<file path="config.mk">
export PLATFORM = sky130hd
export DESIGN_NAME = uart_rx_frontend
export DESIGN_NICKNAME = d
export VERILOG_FILES = /design/src/rtl/uart_rx_frontend.sv
export SDC_FILE = /design/constraint.sdc
export NUM_CORES = 1
export LEC_CHECK = 0
export CAP_MARGIN = 20
export CELL_PAD_IN_SITES_DETAIL_PLACEMENT = 1
export CELL_PAD_IN_SITES_GLOBAL_PLACEMENT = 1
export CORE_MARGIN = 2
export CORE_UTILIZATION = 34
export CTS_BUF_LIST = sky130_fd_sc_hd__clkbuf_4 sky130_fd_sc_hd__clkbuf_8 sky130_fd_sc_hd__clkbuf_16
export DETAILED_ROUTE_END_ITERATION = 6
export PLACE_DENSITY = 0.78
export SLEW_MARGIN = 20
export SYNTH_ARGS = -nofsm -noshare
export SYNTH_HDL_FRONTEND = slang
export SYNTH_SLANG_ARGS = --single-unit
</file>
<file path="constraint.sdc">
create_clock -name clk_i -period 3.8 [get_ports clk_i]
set_clock_uncertainty 0.1 [all_clocks]
set_input_delay 0.38 -clock clk_i [delete_from_list [all_inputs] [get_ports clk_i]]
set_output_delay 0.38 -clock clk_i [all_outputs]
set_load 0.01 [all_outputs]
</file>
<file path="src/rtl/uart_rx_frontend.sv">
// UART receive front end: synchronises the serial line, validates the start bit and
// samples data/parity/stop bits at mid-bit, emitting one rx_valid_o pulse per frame.
module uart_rx_frontend #(
  parameter int unsigned DIV_W = 16
) (
  input  logic             clk_i,
  input  logic             rst_i,
  input  logic             frontend_rst_i,
  input  logic [DIV_W-1:0] cr_clk_div_i,
  input  logic [1:0]       cr_ds_i,
  input  logic             cr_s_i,
  input  logic [1:0]       cr_p_i,
  input  logic             uart_rx_i,
  output logic [7:0]       rx_frame_o,
  output logic             rx_parity_o,
  output logic             rx_frame_err_o,
  output logic             rx_valid_o
);

  localparam int unsigned DATA_W  = 8;
  localparam int unsigned IDX_W   = 3;
  localparam int unsigned MIN_DIV = 4;

  typedef enum logic [2:0] {
    IDLE   = 3'd0,
    START  = 3'd1,
    DATA   = 3'd2,
    PARITY = 3'd3,
    STOP   = 3'd4
  } state_e;

  state_e             state_q;
  state_e             state_d;

  logic               srst_c;
  logic [1:0]         sync_q;
  logic               rx_s_c;
  logic               rx_prev_q;
  logic               fall_c;

  logic [DIV_W-1:0]   div_in_c;
  logic [DIV_W-1:0]   half_c;
  logic [DIV_W-1:0]   div_q;
  logic [1:0]         ds_q;
  logic               s_q;
  logic [1:0]         p_q;

  logic [DIV_W-1:0]   cnt_q;
  logic               strobe_c;
  logic [IDX_W-1:0]   idx_q;
  logic [IDX_W-1:0]   last_idx_c;
  logic               last_stop_c;
  logic               stop_first_q;

  logic [DATA_W-1:0]  data_q;
  logic               par_q;
  logic               err_q;

  logic               start_c;
  logic               load_c;
  logic [DIV_W-1:0]   load_val_c;
  logic               shift_c;
  logic               par_c;
  logic               stop_c;
  logic               done_c;

  assign srst_c = rst_i | frontend_rst_i;
  assign rx_s_c = sync_q[1];
  assign fall_c = rx_prev_q & ~rx_s_c;

  // Divider values below MIN_DIV would leave no room for a half-bit delay
  assign div_in_c   = (cr_clk_div_i < DIV_W'(MIN_DIV)) ? DIV_W'(MIN_DIV) : cr_clk_div_i;
  assign half_c     = (div_in_c >> 1) - DIV_W'(1);
  assign strobe_c   = (cnt_q == '0);
  assign last_idx_c = IDX_W'(3'd7 - {1'b0, ds_q});
  assign last_stop_c = ~s_q | stop_first_q;

  // State register
  always_ff @(posedge clk_i) begin
    if (srst_c) begin
      state_q <= IDLE;
    end else begin
      state_q <= state_d;
    end
  end

  // Next-state logic
  always_comb begin
    state_d = state_q;
    case (state_q)
      IDLE: begin
        if (fall_c) state_d = START;
      end
      START: begin
        if (strobe_c) state_d = rx_s_c ? IDLE : DATA;
      end
      DATA: begin
        if (strobe_c && (idx_q == last_idx_c)) state_d = p_q[1] ? PARITY : STOP;
      end
      PARITY: begin
        if (strobe_c) state_d = STOP;
      end
      STOP: begin
        if (strobe_c && last_stop_c) state_d = IDLE;
      end
      default: state_d = IDLE;
    endcase
  end

  // Per-state datapath controls
  always_comb begin
    start_c    = 1'b0;
    load_c     = 1'b0;
    load_val_c = div_q - DIV_W'(1);
    shift_c    = 1'b0;
    par_c      = 1'b0;
    stop_c     = 1'b0;
    done_c     = 1'b0;
    case (state_q)
      IDLE: begin
        if (fall_c) begin
          start_c    = 1'b1;
          load_c     = 1'b1;
          load_val_c = half_c;
        end
      end
      START: begin
        if (strobe_c) load_c = 1'b1;
      end
      DATA: begin
        if (strobe_c) begin
          shift_c = 1'b1;
          load_c  = 1'b1;
        end
      end
      PARITY: begin
        if (strobe_c) begin
          par_c  = 1'b1;
          load_c = 1'b1;
        end
      end
      STOP: begin
        if (strobe_c) begin
          stop_c = 1'b1;
          if (last_stop_c) done_c = 1'b1;
          else             load_c = 1'b1;
        end
      end
      default: begin
        start_c = 1'b0;
      end
    endcase
  end

  // Synchroniser, configuration latch, bit timer and frame assembly
  always_ff @(posedge clk_i) begin
    if (srst_c) begin
      sync_q         <= 2'b11;
      rx_prev_q      <= 1'b1;
      div_q          <= DIV_W'(MIN_DIV);
      ds_q           <= 2'b00;
      s_q            <= 1'b0;
      p_q            <= 2'b00;
      cnt_q          <= '0;
      idx_q          <= '0;
      stop_first_q   <= 1'b0;
      data_q         <= '0;
      par_q          <= 1'b0;
      err_q          <= 1'b0;
      rx_frame_o     <= '0;
      rx_parity_o    <= 1'b0;
      rx_frame_err_o <= 1'b0;
      rx_valid_o     <= 1'b0;
    end else begin
      sync_q    <= {sync_q[0], uart_rx_i};
      rx_prev_q <= rx_s_c;

      if (load_c) begin
        cnt_q <= load_val_c;
      end else if (!strobe_c) begin
        cnt_q <= cnt_q - DIV_W'(1);
      end

      if (start_c) begin
        div_q        <= div_in_c;
        ds_q         <= cr_ds_i;
        s_q          <= cr_s_i;
        p_q          <= cr_p_i;
        idx_q        <= '0;
        stop_first_q <= 1'b0;
        data_q       <= '0;
        par_q        <= 1'b0;
        err_q        <= 1'b0;
      end

      if (shift_c) begin
        data_q[idx_q] <= rx_s_c;
        idx_q         <= idx_q + IDX_W'(1);
      end

      if (par_c) par_q <= rx_s_c;

      if (stop_c) begin
        err_q        <= err_q | ~rx_s_c;
        stop_first_q <= 1'b1;
      end

      rx_valid_o <= done_c;
      if (done_c) begin
        rx_frame_o     <= data_q;
        rx_parity_o    <= par_q;
        rx_frame_err_o <= err_q | ~rx_s_c;
      end
    end
  end

endmodule

</file>
# [Word level (Yosys, flattened, before mapping)]
# Index checks and enable logic that the tools add are counted.
[classes] n_lt_le_gt_ge=3 n_bitwise=6 eq_ne=11 muxes=37 reduce_logical=10 n_addsub=5
[ops] op="$mux W16" n=5
[ops] op="$sub A16 B1 Y16 const B" n=2
[ops] op="$mux W3" n=8
[ops] op="$mux W8" n=3
[ops] op="$logic_not A16 Y1" n=1
[ops] op="$lt A16 B3 Y1 const B" n=1
[ops] op="$mux W1" n=16
[ops] op="$sub A15 B1 Y16 const B" n=1
[ops] op="$pmux W3 S5" n=1
[ops] op="$ne A2 B2 Y1 const B" n=5
[ops] op="$bwmux W8" n=1
[ops] op="$eq A3 B2 Y1 const B" n=2
[ops] op="$reduce_bool A2 Y1" n=3
[ops] op="$reduce_and A5 Y1" n=1
[ops] op="$lt A3 B4 Y1 const B" n=1
[ops] op="$add A3 B1 Y3 const B" n=1
[ops] op="$demux W1 S3" n=1
[ops] op="$eq A3 B1 Y1 const B" n=1
[ops] op="$eq A3 B3 Y1" n=1
[ops] op="$eq A3 B3 Y1 const B" n=1
[ops] op="$ge A3 B1 Y1 const B" n=1
[ops] op="$logic_and A1 B1 Y1" n=3
[ops] op="$logic_not A3 Y1" n=1
[ops] op="$or A1 B1 Y1" n=3
[ops] op="other kinds (7)" n=8
[word_totals] elab_cells=89 output_inout_bits=11 inputBits=25 regBits=68

# [Longest topological paths before layout]
[depth] word_depth=8 mapped_depth=11 mapped_depth_nobuf=11

# [Least setup slack after synthesis]
# No wires, ideal clock.
[synth_timing] kind="input-to-reg" startpoint="input port cr_clk_div_i[13]" endpoint="register cnt_q[12]" path_stages=11 n_path_buf=0 required_ns=3.576 slack_ns=0.592 t_arrival_ns=2.984 setup_time_ns=0.124 path_cell_list="or3_1 > or4_4 > or3_4 > nand2_1 > ha_1 > or3b_2 > nor4_1 > xnor2_1 > nor2_1 > a31oi_1 > o22ai_1"
[synth_via] elab_chain_cells=6
[synth_lines] element="start, declared" line="9" rtl="input logic [DIV_W-1:0] cr_clk_div_i,"
[synth_lines] element="$lt A16 B3 Y1" line="72" rtl="assign div_in_c = (cr_clk_div_i < DIV_W'(MIN_DIV)) ? DIV_W'(MIN_DIV) : cr_clk_div_i;"
[synth_lines] element="$mux W16 *" line="72"
[synth_lines] element="$sub A15 B1 Y16 *" line="73" rtl="assign half_c = (div_in_c >> 1) - DIV_W'(1);"
[synth_lines] element="$mux W16 *" line="121" rtl="if (fall_c) begin"
[synth_lines] element="$mux W16 *" line="119" rtl="case (state_q)"
[synth_lines] element="$mux W16 *" line="178" rtl="if (load_c) begin"
[synth_lines] element="end signal, assigned" line="179" rtl="cnt_q <= load_val_c;"
[synth_lines] element="end signal, assigned" line="181" rtl="cnt_q <= cnt_q - DIV_W'(1);"
[synth_lines] element="end, declared" line="48" rtl="logic [DIV_W-1:0] cnt_q;"
# Every way passes the cells marked *; elsewhere a longest branch is shown, timed or not.
# A chain may end at the register's enable or synchronous reset.

# [Worst setup path in the final report]
[layout_timing] startpoint="input port cr_clk_div_i[14]" endpoint="register cnt_q[12]"
[layout_via] elab_chain_cells=6
[layout_lines] element="$lt A16 B3 Y1" line="72"
[layout_lines] element="$mux W16" line="72"
[layout_lines] element="$sub A15 B1 Y16" line="73"
[layout_lines] element="$mux W16" line="121"
[layout_lines] element="$mux W16" line="119"
[layout_lines] element="$mux W16" line="178"
# Every way passes these cells.

==> results.yml <==
place:
  globalplace.congestion: 0.854
  io_buffers: 34
  place_ws_ns: 0.0146
  dpl.hpwl_mm: 7.49
synth:
  ys_seq_area_share_pct: 37.3
  yosysTopAreaCell: "dfxtp_1"
  ys.warnings.count: 0
  synthesis.nets: 479
  synth.distinct_cells: 53
  synth_top_area_share_pct: 37.3
  synthTopCellsByArea: "dfxtp_1, nand2_1, a21oi_1, mux2i_1, xor2_1"
  ys_ff_latch: 67
  syn_area_sq_mm: 0.00360
  synth_cells: 448
  syn_avg_cell_area_sq_um: 8.04
cts:
  holdBufCountCts: 0
  clockBufferDepth: 2
  cts_resized: 0
  path_clk_slew_ns: 0.08
  cts_tree: "built"
  cts_setup_buffers: 0
  clk_latency_ns: 0.35
  cts_buffers: 9
  h-tree-depth: 3
  clock-sinks: 67
  cts-root-buf: "clkbuf_8"
finish:
  nNetsFinal: 517
  n_antenna_cell: 0
  drive_gt1_share_pct: 9.98
  fill_cells: 1261
  syn2layout_area_growth_pct: 20.6
  multiInputGateArea_sq_mm: 0.00215
  seqCellArea_sq_mm: 0.00134
grt:
  grt_overflow: 0
  first_global_vias: 3390
  grt_pass1_wl_mm: 17.1
  antenna_found_initial: 0
  grt_max_degree: 39
  groute.usage.overall_pct: 18.9
drt:
  drtAntennaViolNets: 0
  drc_errors: 0
  wl_per_cell_um: 16.4
  routed_wl_mm: 10.3
  firstDrtPassIters: 4
  drt_iter0_drc: 163
  vias: 3378
  via_per_inst: 5.39
floorplan:
  start_util_pct: 34.9
  row_count: 37
  io_pins: 36
  dieHeight_um: 107
  coreArea_sq_mm: 0.0103
  die-area_sq_mm: 0.0114
  die_w_um: 107
worst_setup_path:
  end_kind: "flip-flop"
  crit_arrival_ns: 3.58
  slowest_stage: "clkdlybuf4s50_1"
  crit_chain: "clkdlybuf4s50_1, or3_1, or4_4, or3_4, nand2_1, ha_1, or3b_2, nor4_1, xnor2_1, nor2_1, a31oi_1, o22ai_1"
  reg2reg_from: "cnt_q[0]"
  crit_fanout: 3
  path_class: "in -> reg"
  worstSetupStartpointType: "input pin"
  crit_buf_inv: 1
  critPathLaunch: "cr_clk_div_i[14]"
  crit_required_ns: 3.92
  slowest_delay_ns: 0.47
  crit_family: "simple AND/OR/NAND/NOR gates"
power:
  powerDensity_mw_per_mm2: 557
  ir_drop_mv: 0.215
  p_leak_nw: 1.64
sta:
  fmax_mhz: 290
  slew_violations: 0
  hold_viol_final: 0
  finalSetupViolCount: 0
  min_period_over_period_pct: 90.9
  setup_slack_ns: 0.346
  setup_tns_ns: 0
  grt_setup_unrepaired: "false"
  max_slew_margin_pct: 46.6
  worst_pin_slew_ns: 0.801
  fin_crit_ns: 3.45
worst_hold_path:
  hp-class: "reg -> reg"
  hp-start: "sync_q[0]"
status:
  outcome: "finished clean"
run:
  drv_cap: 0
## cell usage after synthesis, drive strengths merged
cell and n:
a2bb2oi 3, clkbuf 16, nor4 13, a2111o 1, a31oi 3, o32ai 1, o211ai 6, a21oi 39
a22oi 1, o2111ai 1, nor4b 1, nor2b 4, a211oi 2, or2 3, nand4 2, xor2 20
ha 6, xnor2 15, dfxtp 67, o31ai 5, and2 2, nand3 21, nor3b 2, or3b 2
and4 1, nand3b 4, nand2b 4, mux2 1, o41ai 1, mux2i 18, buf 6, nor2 41
o311ai 1, or4 7, or3 11, nor3 14, o22ai 3, o21ai 11, nand2 83, inv 6
## worst register-to-register path, cell delays in order, from the launching register on
cell,delay (ns)
dfxtp_1,0.36
inv_1,0.10
ha_1,0.16
nor3b_1,0.30
and4_1,0.50
nand3_1,0.19
or2_1,0.50
mux2i_1,0.35
nor2_1,0.07
## report_power, final
| group | total (mW) | leakage [nW] | internal, mW | switching (mW) |
|---|---|---|---|---|
| clock network | 0.608 | 0.0958 | 0.306 | 0.302 |
| registers | 0.848 | 0.542 | 0.770 | 0.0788 |
| logic | 0.962 | 0.999 | 0.378 | 0.584 |
## state kept, by name, indices dropped and copies added (netlist names), 2 cells and up
register,count
data_q,8
sync_q,2
idx_q,3
cnt_q,16
ds_q,2
state_q,3
div_q,16
rx_frame_o,8
## path summary, 6_finish.rpt
| path | slack, ns | cells past startpoint | to |
|---|---|---|---|
| hold reg to reg | 0.31 | 1 | sync_q[1] |
| hold / removal | 0.31 | 1 | sync_q[1] |
| setup / recovery | 0.35 | 12 | cnt_q[12] |
| setup reg to reg | 1.05 | 8 | rx_frame_o[2] |
## cell families after synthesis
group | Yosys count | share of synthesized area (%)
AO/OA/AOI/OAI | 78 | 13.0
XOR/XNOR | 35 | 8.52
adder cells (fa/ha/maj) | 6 | 2.09
buffers and inverters | 28 | 3.06
flip-flops | 67 | 37.3
multiplexers | 19 | 5.32
AND/OR/NAND/NOR | 215 | 30.7
## placed cells by master, fill, tap and decap left out, types with 8 or more instances in the layout
master / count
mux2i_1: 18
nor3_1: 12
nor2_1: 40
clkbuf_8: 9
nor4_1: 8
dfxtp_1: 67
a21oi_1: 39
xnor2_1: 15
or3_1: 10
buf_4: 15
nand2_1: 83
nand3_1: 20
clkdlybuf4s50_1: 34
xor2_1: 20
## final cells by class
| type | instances | area share [%] |
|---|---|---|
| multi-input cells | 353 | 49.6 |
| flip-flops and latches | 67 | 30.9 |
| repair buffers | 49 | 10.4 |
| well taps | 136 | 3.92 |
| clock buffers | 9 | 2.85 |
| clock inverters | 7 | 1.76 |
| inverters | 6 | 0.519 |
## per-layer routing
metal  up-vias  global-route usage, %  part of all wire (%)
met2        50                   32.6                    50
li1       1650                      -                     -
met1      1662                   24.0                    46
met5         -                      0                     0
met3        16                   3.10                   2.0
met4         0                   6.59                   2.0
## stage by stage
stage	area (sq um)	utilization (%)	power, mW	hold slack [ns]	instances
floorplan	3600	-	1.54	0.284	448
global placement	4140	40.1	1.77	0.294	611
detailed placement	4140	40.1	1.81	0.295	611
CTS	4340	42.1	2.44	0.314	627
global route	4340	42.1	2.60	0.324	627
finish	4340	42.1	2.42	0.315	627
Power figures use the tool's default switching activity.
